`src/rtl/pe_control_sequencer.sv`:
```
// Global PE local-store command sequencer: per-PE offset programming, INIT, then a rows x cols walk.
// Optional busy-cycle counter output enabled by PE_SEQ_CYCLE_CNT_EN.
module pe_control_sequencer #(
   parameter int depth = 2,
   parameter int D     = 1 << depth,
   parameter int NPE   = D * D,
   parameter int A     = 7
) (
   input  logic             CLK,
   input  logic             RST,
   input  logic             start,
   input  logic [A-1:0]     num_rows,
   input  logic [A-1:0]     num_cols,
   input  logic             stall,
   output logic [5:0]       controlSignal,
   output logic [NPE-1:0]   initPESelect,
   output logic [depth-1:0] initSettings,
   output logic             mac_valid,
   output logic             mac_last,
   output logic             busy,
`ifdef PE_SEQ_CYCLE_CNT_EN
   output logic             done,
   output logic [15:0]      busy_cycles
`else
   output logic             done
`endif
);

   localparam int PW = 2 * depth;

   localparam logic [2:0] C_INIT = 3'b000;
   localparam logic [2:0] C_HOLD = 3'b001;
   localparam logic [2:0] C_INCR = 3'b010;
   localparam logic [2:0] C_JUMP = 3'b011;
   localparam logic [5:0] W_IDLE = {C_HOLD, C_HOLD};
   localparam logic [5:0] W_ROW  = {3'b100, 3'b110};
   localparam logic [5:0] W_COL  = {3'b101, 3'b111};

   typedef enum logic [2:0] {s_idle, s_cfg, s_init, s_run, s_done} state_t;

   state_t         state, state_n;
   logic [PW-1:0]  p, p_n;
   logic           ph, ph_n;
   logic [A-1:0]   r, r_n, c, c_n, rows_q, rows_n, cols_q, cols_n;
   logic [A-1:0]   rr, cc, rmax, cmax;
   logic           step;
   logic [5:0]     ctrl_n;
   logic [NPE-1:0] sel_n;
   logic [depth-1:0] set_n;
   logic           valid_n, last_n, busy_n, done_n;

   assign rmax = rows_q - A'(1);
   assign cmax = cols_q - A'(1);

   // Every output register is loaded with the word for the cycle that the next state represents.
   always_comb begin
      state_n = state;
      p_n     = p;
      ph_n    = ph;
      r_n     = r;
      c_n     = c;
      rows_n  = rows_q;
      cols_n  = cols_q;
      ctrl_n  = W_IDLE;
      sel_n   = '0;
      set_n   = '0;
      valid_n = 1'b0;
      last_n  = 1'b0;
      busy_n  = 1'b1;
      done_n  = 1'b0;
      step    = 1'b0;
      rr      = r;
      cc      = c;
      case (state)
         s_idle: begin
            busy_n = 1'b0;
            if (start) begin
               rows_n  = num_rows;
               cols_n  = num_cols;
               p_n     = '0;
               ph_n    = 1'b0;
               state_n = s_cfg;
               busy_n  = 1'b1;
            end
         end
         s_cfg: begin
            if (!ph) begin
               ph_n = 1'b1;
            end else if (p == PW'(NPE - 1)) begin
               state_n = s_init;
               ctrl_n  = {C_INIT, C_INIT};
            end else begin
               p_n  = p + PW'(1);
               ph_n = 1'b0;
            end
         end
         s_init: begin
            if (rows_q == '0 || cols_q == '0) begin
               state_n = s_done;
               done_n  = 1'b1;
            end else begin
               state_n = s_run;
               rr      = '0;
               cc      = '0;
               step    = 1'b1;
            end
         end
         s_run: begin
            // mac_last marks that the final element was just issued
            if (mac_last) begin
               state_n = s_done;
               done_n  = 1'b1;
            end else begin
               step = 1'b1;
            end
         end
         s_done: begin
            state_n = s_idle;
            busy_n  = 1'b0;
         end
         default: begin
            state_n = s_idle;
            busy_n  = 1'b0;
         end
      endcase

      if (step) begin
         r_n = rr;
         c_n = cc;
         if (!stall) begin
            valid_n = 1'b1;
            if (cc != cmax) begin
               ctrl_n = {C_INCR, C_INCR};
               c_n    = cc + A'(1);
            end else if (rr != rmax) begin
               ctrl_n = {C_JUMP, C_JUMP};
               c_n    = '0;
               r_n    = rr + A'(1);
            end else begin
               last_n = 1'b1;
            end
         end
      end

      if (state_n == s_cfg) begin
         ctrl_n = ph_n ? W_COL : W_ROW;
         sel_n  = NPE'(1) << p_n;
         set_n  = ph_n ? depth'(p_n & PW'(D - 1)) : depth'(p_n >> depth);
      end
   end

   always_ff @(posedge CLK or posedge RST) begin
      if (RST) begin
         state         <= s_idle;
         p             <= '0;
         ph            <= 1'b0;
         r             <= '0;
         c             <= '0;
         rows_q        <= '0;
         cols_q        <= '0;
         controlSignal <= W_IDLE;
         initPESelect  <= '0;
         initSettings  <= '0;
         mac_valid     <= 1'b0;
         mac_last      <= 1'b0;
         busy          <= 1'b0;
         done          <= 1'b0;
      end else begin
         state         <= state_n;
         p             <= p_n;
         ph            <= ph_n;
         r             <= r_n;
         c             <= c_n;
         rows_q        <= rows_n;
         cols_q        <= cols_n;
         controlSignal <= ctrl_n;
         initPESelect  <= sel_n;
         initSettings  <= set_n;
         mac_valid     <= valid_n;
         mac_last      <= last_n;
         busy          <= busy_n;
         done          <= done_n;
      end
   end

`ifdef PE_SEQ_CYCLE_CNT_EN
   always_ff @(posedge CLK or posedge RST) begin
      if (RST)
         busy_cycles <= '0;
      else if (state == s_idle && start)
         busy_cycles <= '0;
      else if (busy && busy_cycles != 16'hFFFF)
         busy_cycles <= busy_cycles + 16'd1;
   end
`endif

endmodule

```
`config.mk`:
```
export PLATFORM = sky130hd
export DESIGN_NAME = pe_control_sequencer
export DESIGN_NICKNAME = d
export VERILOG_FILES = /design/src/rtl/pe_control_sequencer.sv
export SDC_FILE = /design/constraint.sdc
export NUM_CORES = 1
export LEC_CHECK = 0
export ABC_CLOCK_PERIOD_IN_PS = 3700
export CORE_UTILIZATION = 46
export CTS_CLUSTER_SIZE = 8
export DETAILED_ROUTE_END_ITERATION = 6
export PLACE_DENSITY = 0.69
export SKIP_CTS_REPAIR_TIMING = 1
export SYNTH_ARGS = -nofsm -noshare
export SYNTH_HDL_FRONTEND = slang
export SYNTH_SLANG_ARGS = --single-unit
```
`constraint.sdc`:
```
create_clock -name CLK -period 3.7 [get_ports CLK]
set_input_delay 0.925 -clock CLK [delete_from_list [all_inputs] [get_ports CLK]]
set_output_delay 0.925 -clock CLK [all_outputs]
set_load 0.05 [all_outputs]
```
Yosys cells after proc, flatten, opt, wreduce, memory -nomap -nowiden
Index checks and enable logic that the tools add are counted.

Register bits: 64. Output and inout port bits: 28. Word-level logic and storage cells: 83. Input bits: 18.

Reductions and logical operators: 6. Shift operators: 1. Multiplexer cells: 50. Eq/ne operators: 7. $add $sub $neg: 5.

Operators by type and width (number): 7-bit two-way mux (10); 6-bit two-way mux (5); 4-bit two-way mux (7); 16-bit two-way mux (1); 1-bit by 4-bit << shifter with 16-bit output, first input constant (1); 3-bit two-way mux (5); 7-bit by 1-bit adder with 7-bit output, second input constant (2); 7-bit logical NOT (2); 1-bit two-way mux (14); 7-bit != test (2); 7-bit by 1-bit subtractor with 7-bit output, second input constant (2); 3-bit one-hot mux with 4 select lines (1); 1-bit one-hot mux with 2 select lines (4); 4-bit one-hot mux with 2 select lines (1); 3-bit by 1-bit equality test with 1-bit output, second input constant (2); 3-bit by 2-bit equality test with 1-bit output, second input constant (2); 4-bit by 1-bit adder with 4-bit output, second input constant (1); 4-bit equality test, second input constant (1); 2-bit two-way mux (2); 3-bit logical NOT (1); 3-bit OR reduction (1); 2-bit AND reduction (1); 1-bit logical OR (1).

Depth between registers and ports, before layout
Gate-level depths: netlist (run 1).

Word-level depth: 10. Mapped depth: 14.

Least setup slack after synthesis (run 1)
No wires, ideal clock.

Path type: reg-to-reg. Start: register cols_q[0]. End: register r[3]. Stages on the path, launching flop included: 13. Path slack: 638 ps. Required time: 3622 ps. Arrival: 2985 ps. Cell sequence: dfrtp_1 inv_1 ha_1 nor2b_1 a21oi_2 and3_1 buf_6 or4_1 a32o_1 or2_1 buf_6 or4_1 a21oi_1.

Word-level cells in the longest chain between the ends: 8.

RTL lines: start: declaration (RTL line 44) `logic [A-1:0] r, r_n, c, c_n, rows_q, rows_n, cols_q, cols_n;`; start signal: assignment (RTL line 175) `cols_q <= cols_n;`; 7-bit logical NOT (RTL line 98) `if (rows_q == '0 || cols_q == '0) begin`; 1-bit logical OR (RTL line 98); 7-bit two-way mux (RTL line 98); 7-bit two-way mux (RTL line 74) `case (state)`; 7-bit by 1-bit adder with 7-bit output or 7-bit != test (tied branches) (RTL line 138, 135); 7-bit two-way mux (RTL line 135) `end else if (rr != rmax) begin`; 7-bit two-way mux (RTL line 132) `if (cc != cmax) begin`; 7-bit two-way mux (RTL line 130) `if (!stall) begin`; end signal: assignment (RTL line 172) `r <= r_n;`; end: declaration (RTL line 44).

Parallel ways exist; a longest one is shown, timed or not. A chain may end at the register's enable or synchronous reset.

Worst setup path in the final report (run 1)
Same ends and word-level chain as after synthesis.

==> qor.yml, run 1 <==
root_buffer: "clkbuf_8"
p_leak_nw: 1.72
n_fill_cell: 609
cts_sinks: 62
yosys_warnings: 0
ir_worst_vdd_mv: 0.360
numPortBuffers: 45
setup_violations: 0
num_rows: 30
totalWireLength_um: 7350
max_slew_margin: 0.296
p_per_area_nw_per_um2: 783
slew_viol_final: 0
wl_per_cell_um: 14.7
cts_tree: "built"
path_common_cell: "or4_1"
synth_compound_area_frac: 0.141
cp.arrival_ns: 3.55
cp.required_ns: 3.97
cp_cell_sequence: "inv_1 -> ha_1 -> nor2b_1 -> a21oi_2 -> and3_1 -> or4_1 -> a32o_1 -> or2_1 -> or4_1 -> a21oi_1"
dpl.cell_count: 484
end_kind: "flop"
synth_xor_xnor_area_share: 0.0505
drt_pass1_iterations: 4
multi_input_area_um2: 1600
r2r-start: "cols_q[0]"
die_y_um: 86.7
dpl_cell_area_um2: 3850
drtIter0Drc: 199
worst_slew_pin_slew_ns: 1.05
globalplace.congestion: 0.899
critical_path.max_stage_delay_ns: 0.55
r2r-end: "r[3]"
clockBufferDepth: 2
clkLatencyLatePin_ns: 0.34
synthToLayoutAreaGrowth_pct: 22.9
fin_skew_ns: 0.00910
syn-num-nets: 376
ys_seq_area_frac: 0.471
die_w_um: 86.7
track_usage: 0.218
cts_buffers: 9
clk_pin_slew_ns: 0.08
avgSynthCellArea_um2: 9.37
synth-edff-count: 0
grt_pass1_wl_um: 12500
start_util: 0.480
synthMuxAreaShare: 0.0463
finalPower_mw: 3.17
vias: 2742
ys_seq_elements: 62
hold_end: "busy"
worstPathMaxFanout: 12
reg2reg_depth: 10
synth_async_sr_flop_share: 1.00
dp_hpwl_um: 5300
routed_via_density: 5.48
min-delay-start: "state[2]"
final-instance-count-excl-fill: 500
rrSetupSlack_ns: 0.42
synth_fa_ha_area_frac: 0.0228
hold_depth: 1
htreeDepth: 3
post-route-period-util: 0.887
clock.fmax_mhz: 305
die-area_um2: 7510
design_area_um2: 4050
nets: 423
io_pins: 46
netlist_area_um2: 3300
grt_max_degree: 54
status: "completed"
ff_latch_area_um2: 1550
gr-total-overflow: 0
final_util: 0.590
hold_violations: 0
cp_slowest_cell: "or4_1"
rsz0062_at_grt: "false"
path_class: "flop to flop"
antenna_found_initial: 0
hold_path_class: "flop to flop"
drc: 0
grt_pass1_vias: 2661
antenna_left: 0
synth_cell_types: 53
synthCells: 352
cp-start-kind: "flop"
yosys.area_share.simple: 0.223
synth_top_family_by_area: "simple AND/OR/NAND/NOR gates"
diodes: 0
layout-drive-gt1-share: 0.111
setup_tns_ns: 0
fin_crit_ns: 3.28
cap_violations: 0
synth_ff_type: "dfrtp_1"
core_um2: 6870
[cell type report]
type	count	share of cell area
multi-input combinational	256	0.395
tap	96	0.0296
inverter	16	0.0148
clock buffer	9	0.0306
sequential	62	0.383
clock inverter	7	0.0191
timing repair buffer	54	0.128
[cell families after synthesis]
family | after synthesis
buf+inv | 34
compound gates | 72
xor+xnor | 19
fa+ha+maj | 6
flops | 62
simple gates | 145
mux | 14
[registers in the layout, summed over array words and instances (netlist names)]
register and count:
state 3, ph 1, done 1, mac_last 1, controlSignal 4, busy 1, rows_q 7, p 4
initPESelect 16, mac_valid 1, initSettings 2, r 7, c 7, cols_q 7
[per-stage QoR]
stage | hold WS [ns] | setup WS [ns]
2_1_floorplan | 0.463 | 0.638
3_3_place_gp | 0.498 | 0.534
3_5_place_dp | 0.502 | 0.455
4_1_cts | 0.506 | 0.436
5_1_grt | 0.554 | 0.262
6_report | 0.507 | 0.417
[worst max path at each step]
| stage | start | endpoint | slack, ns |
|---|---|---|---|
| finish | cols_q[0] | r[3] | 0.42 |
| global route | cols_q[0] | r[5] | 0.26 |
| CTS | cols_q[0] | r[5] | 0.44 |
| detailed placement | cols_q[0] | r[5] | 0.45 |
| global placement | cols_q[0] | r[5] | 0.53 |
| floorplan | cols_q[0] | r[3] | 0.64 |
[cells in the final DEF (no fill, tap or decap), drive strengths merged, types with 2 or more instances in the layout]
master | Yosys | layout
nor4 | 3 | 3
a311oi | 2 | 2
dfrtp | 61 | 61
ha | 6 | 6
xnor2 | 10 | 10
o21ai | 20 | 20
mux2i | 4 | 4
nand3b | 2 | 2
and2 | 3 | 3
buf | 6 | 9
a22oi | 2 | 2
o22ai | 3 | 3
nor2 | 43 | 43
a211oi | 4 | 4
or4 | 9 | 9
a31oi | 4 | 4
a221oi | 2 | 2
nor2b | 3 | 3
o41ai | 2 | 2
nand4 | 5 | 5
a21oi | 17 | 17
or3 | 2 | 2
mux2 | 10 | 10
xor2 | 9 | 9
and3 | 4 | 4
clkbuf | 12 | 9
inv | 16 | 20
nand2 | 34 | 34
nor4b | 3 | 3
nor3 | 9 | 9
o31ai | 6 | 6
nand3 | 12 | 12
clkdlybuf4s50 | 0 | 45
nand2b | 7 | 7
or2 | 4 | 4
[power by group]
part	leakage [nW]	switching (mW)	internal [mW]
registers	0.777	0.212	0.869
clock network	0.101	0.297	0.319
logic	0.843	0.899	0.578
[synth_stat cells, types with 3 or more instances]
library cell  number  area [um^2]
dfrtp_1           61         1530
nor2_1            43          161
nand2_1           34          128
o21ai_0           20          100
a21oi_1           16         80.1
inv_1             16         60.1
clkbuf_1          12         45.0
nand3_1           12         60.1
mux2_2            10          113
xnor2_1           10         87.6
or4_1              9         67.6
xor2_1             9         78.8
nor3_1             8         40.0
nand2b_1           7         43.8
ha_1               6         75.1
o31ai_1            6         45.0
nand4_1            5         31.3
a211oi_1           4         30.0
a31oi_1            4         25.0
and3_1             4         25.0
mux2i_1            4         40.0
and2_1             3         18.8
nor2b_1            3         18.8
nor4b_1            3         26.3
o22ai_1            3         18.8
or2_2              3         18.8
[worst max-delay path: cells and delay by family (launching register included)]
family,cells,cell delay [ns]
compound gates,3,0.55
fa+ha+maj,1,0.16
flops,1,0.41
buf+inv,1,0.15
simple gates,5,1.94
[layer usage]
metal  up-vias  share of wire  track usage
met3        17          0.054       0.0438
met5         -              0            0
met4         0          0.023       0.0970
li1       1346              -            -
met2        89           0.45        0.338
met1      1290           0.47        0.298
Power figures use the tool's default switching activity.
==> run 2: changes to the inputs <==
- SETUP_SLACK_MARGIN: unset -> 0.3
==> qor.yml, run 2 (synthesis gave the netlist of run 1 again) <==
status: "completed"
start_util: 0.480
wl_per_cell_um: 14.8
final-instance-count-excl-fill: 500
globalplace.congestion: 0.899
track_usage: 0.218
core_um2: 6870
p_int_mw: 1.77
totalWireLength_um: 7380
worstPathMaxFanout: 12
clockBufferDepth: 2
antenna_found_initial: 0
design_area_um2: 4060
clk_pin_slew_ns: 0.08
die_y_um: 86.7
dp_hpwl_um: 5300
setup_tns_ns: 0
critical_path.max_stage_delay_ns: 0.54
ir_worst_vdd_mv: 0.360
cp.arrival_ns: 3.44
hold_path_class: "flop to flop"
p_per_area_nw_per_um2: 783
dpl_cell_area_um2: 3850
synthToLayoutAreaGrowth_pct: 23.0
fin_ws_ns: 0.534
num_rows: 30
dpl.cell_count: 484
clock.fmax_mhz: 316
worst_slew_pin_slew_ns: 1.07
clock_power_share: 0.194
cts_tree: "built"
fin_skew_ns: 0.00904
hold_violations: 0
slew_viol_final: 0
layout-drive-gt1-share: 0.114
grt_max_degree: 54
cap_violations: 0
switching_share: 0.444
cts_sinks: 62
antenna_left: 0
rsz0062_at_grt: "false"
cts_buffers: 9
gr-total-overflow: 0
largest_reg_flops: 16
path_common_cell: "or4_1"
cp-start-kind: "flop"
cp_slowest_cell: "or4_1"
power_frac_seq: 0.340
post-route-period-util: 0.856
numPortBuffers: 45
drc: 0
grt_pass1_vias: 2661
io_pins: 46
finalPower_mw: 3.18
cp_cell_sequence: "inv_1 -> ha_1 -> nor2b_1 -> a21oi_2 -> and3_1 -> or4_1 -> a32o_1 -> or2_4 -> or4_1 -> a21oi_1"
mostFrequentLayoutCells: "dfrtp_1, clkdlybuf4s50_1, nor2_1"
setup_violations: 0
grt_pass1_wl_um: 12500
timing.hold.ws_ns: 0.503
cp.required_ns: 3.97
drtIter0Drc: 220
final_util: 0.590
pre_cts_slack_ns: 0.455
final_common_cell: "dfrtp_1"
routed_via_density: 5.50
max_slew_margin: 0.285
path_class: "flop to flop"
end_kind: "flop"
vias: 2749
comb_power_share: 0.466
diodes: 0
fin_crit_ns: 3.17
nets: 423
largest_register: "initPESelect"
htreeDepth: 3
drt_pass1_iterations: 4
die_w_um: 86.7
die-area_um2: 7510
p_leak_nw: 1.72
root_buffer: "clkbuf_8"
power.switching_mw: 1.41
clkLatencyLatePin_ns: 0.34
run 2: cell type report:
type / instances / area, um^2
inverters: 16 / 60.1
fillers: 609 / 2810
multi-input cells: 256 / 1600
clock inverters: 7 / 77.6
repair buffers: 54 / 518
flip-flops and latches: 62 / 1550
clock buffers: 9 / 124
well taps: 96 / 120
run 2: final timing paths:
| check | startpoint | endpoint | slack (ns) | depth (start not counted) |
|---|---|---|---|---|
| max in group asynchronous | RST | cols_q[1] | 1.81 | 3 |
| max reg2reg | cols_q[0] | r[3] | 0.53 | 10 |
| min | state[2] | busy | 0.50 | 1 |
| min reg2reg | state[2] | busy | 0.50 | 1 |
| max | cols_q[0] | r[3] | 0.53 | 10 |
| min in group asynchronous | RST | r[3] | 1.15 | 2 |
run 2: layer usage:
metal	vias to the layer above	wire (um)	global-route usage
met2	82	3360	0.338
met3	18	364	0.0438
met5	-	0	0
li1	1348	-	-
met4	0	180	0.0970
met1	1301	3470	0.298
run 2: power groups by stage:
stage	combinational, mW	sequential [mW]	clock, mW
global route	1.62	1.11	0.659
CTS	1.47	1.08	0.624
finish	1.48	1.08	0.616
global placement	1.43	1.08	0
detailed placement	1.47	1.09	0
floorplan	0.965	1.21	0
run 2: critical path, delay by kind of cell (launching register included):
family                   cells  cell delay (ns)
AND/OR/NAND/NOR              5             1.83
adder cells (fa/ha/maj)      1             0.15
buffers and inverters        1             0.14
flip-flops                   1             0.41
AO/OA/AOI/OAI                3             0.55
==> run 3: changes to the inputs <==
- HOLD_SLACK_MARGIN: unset -> 0.06
==> results of run 3 <==
No change in the layout: final DEF, timing and power equal those of run 2.
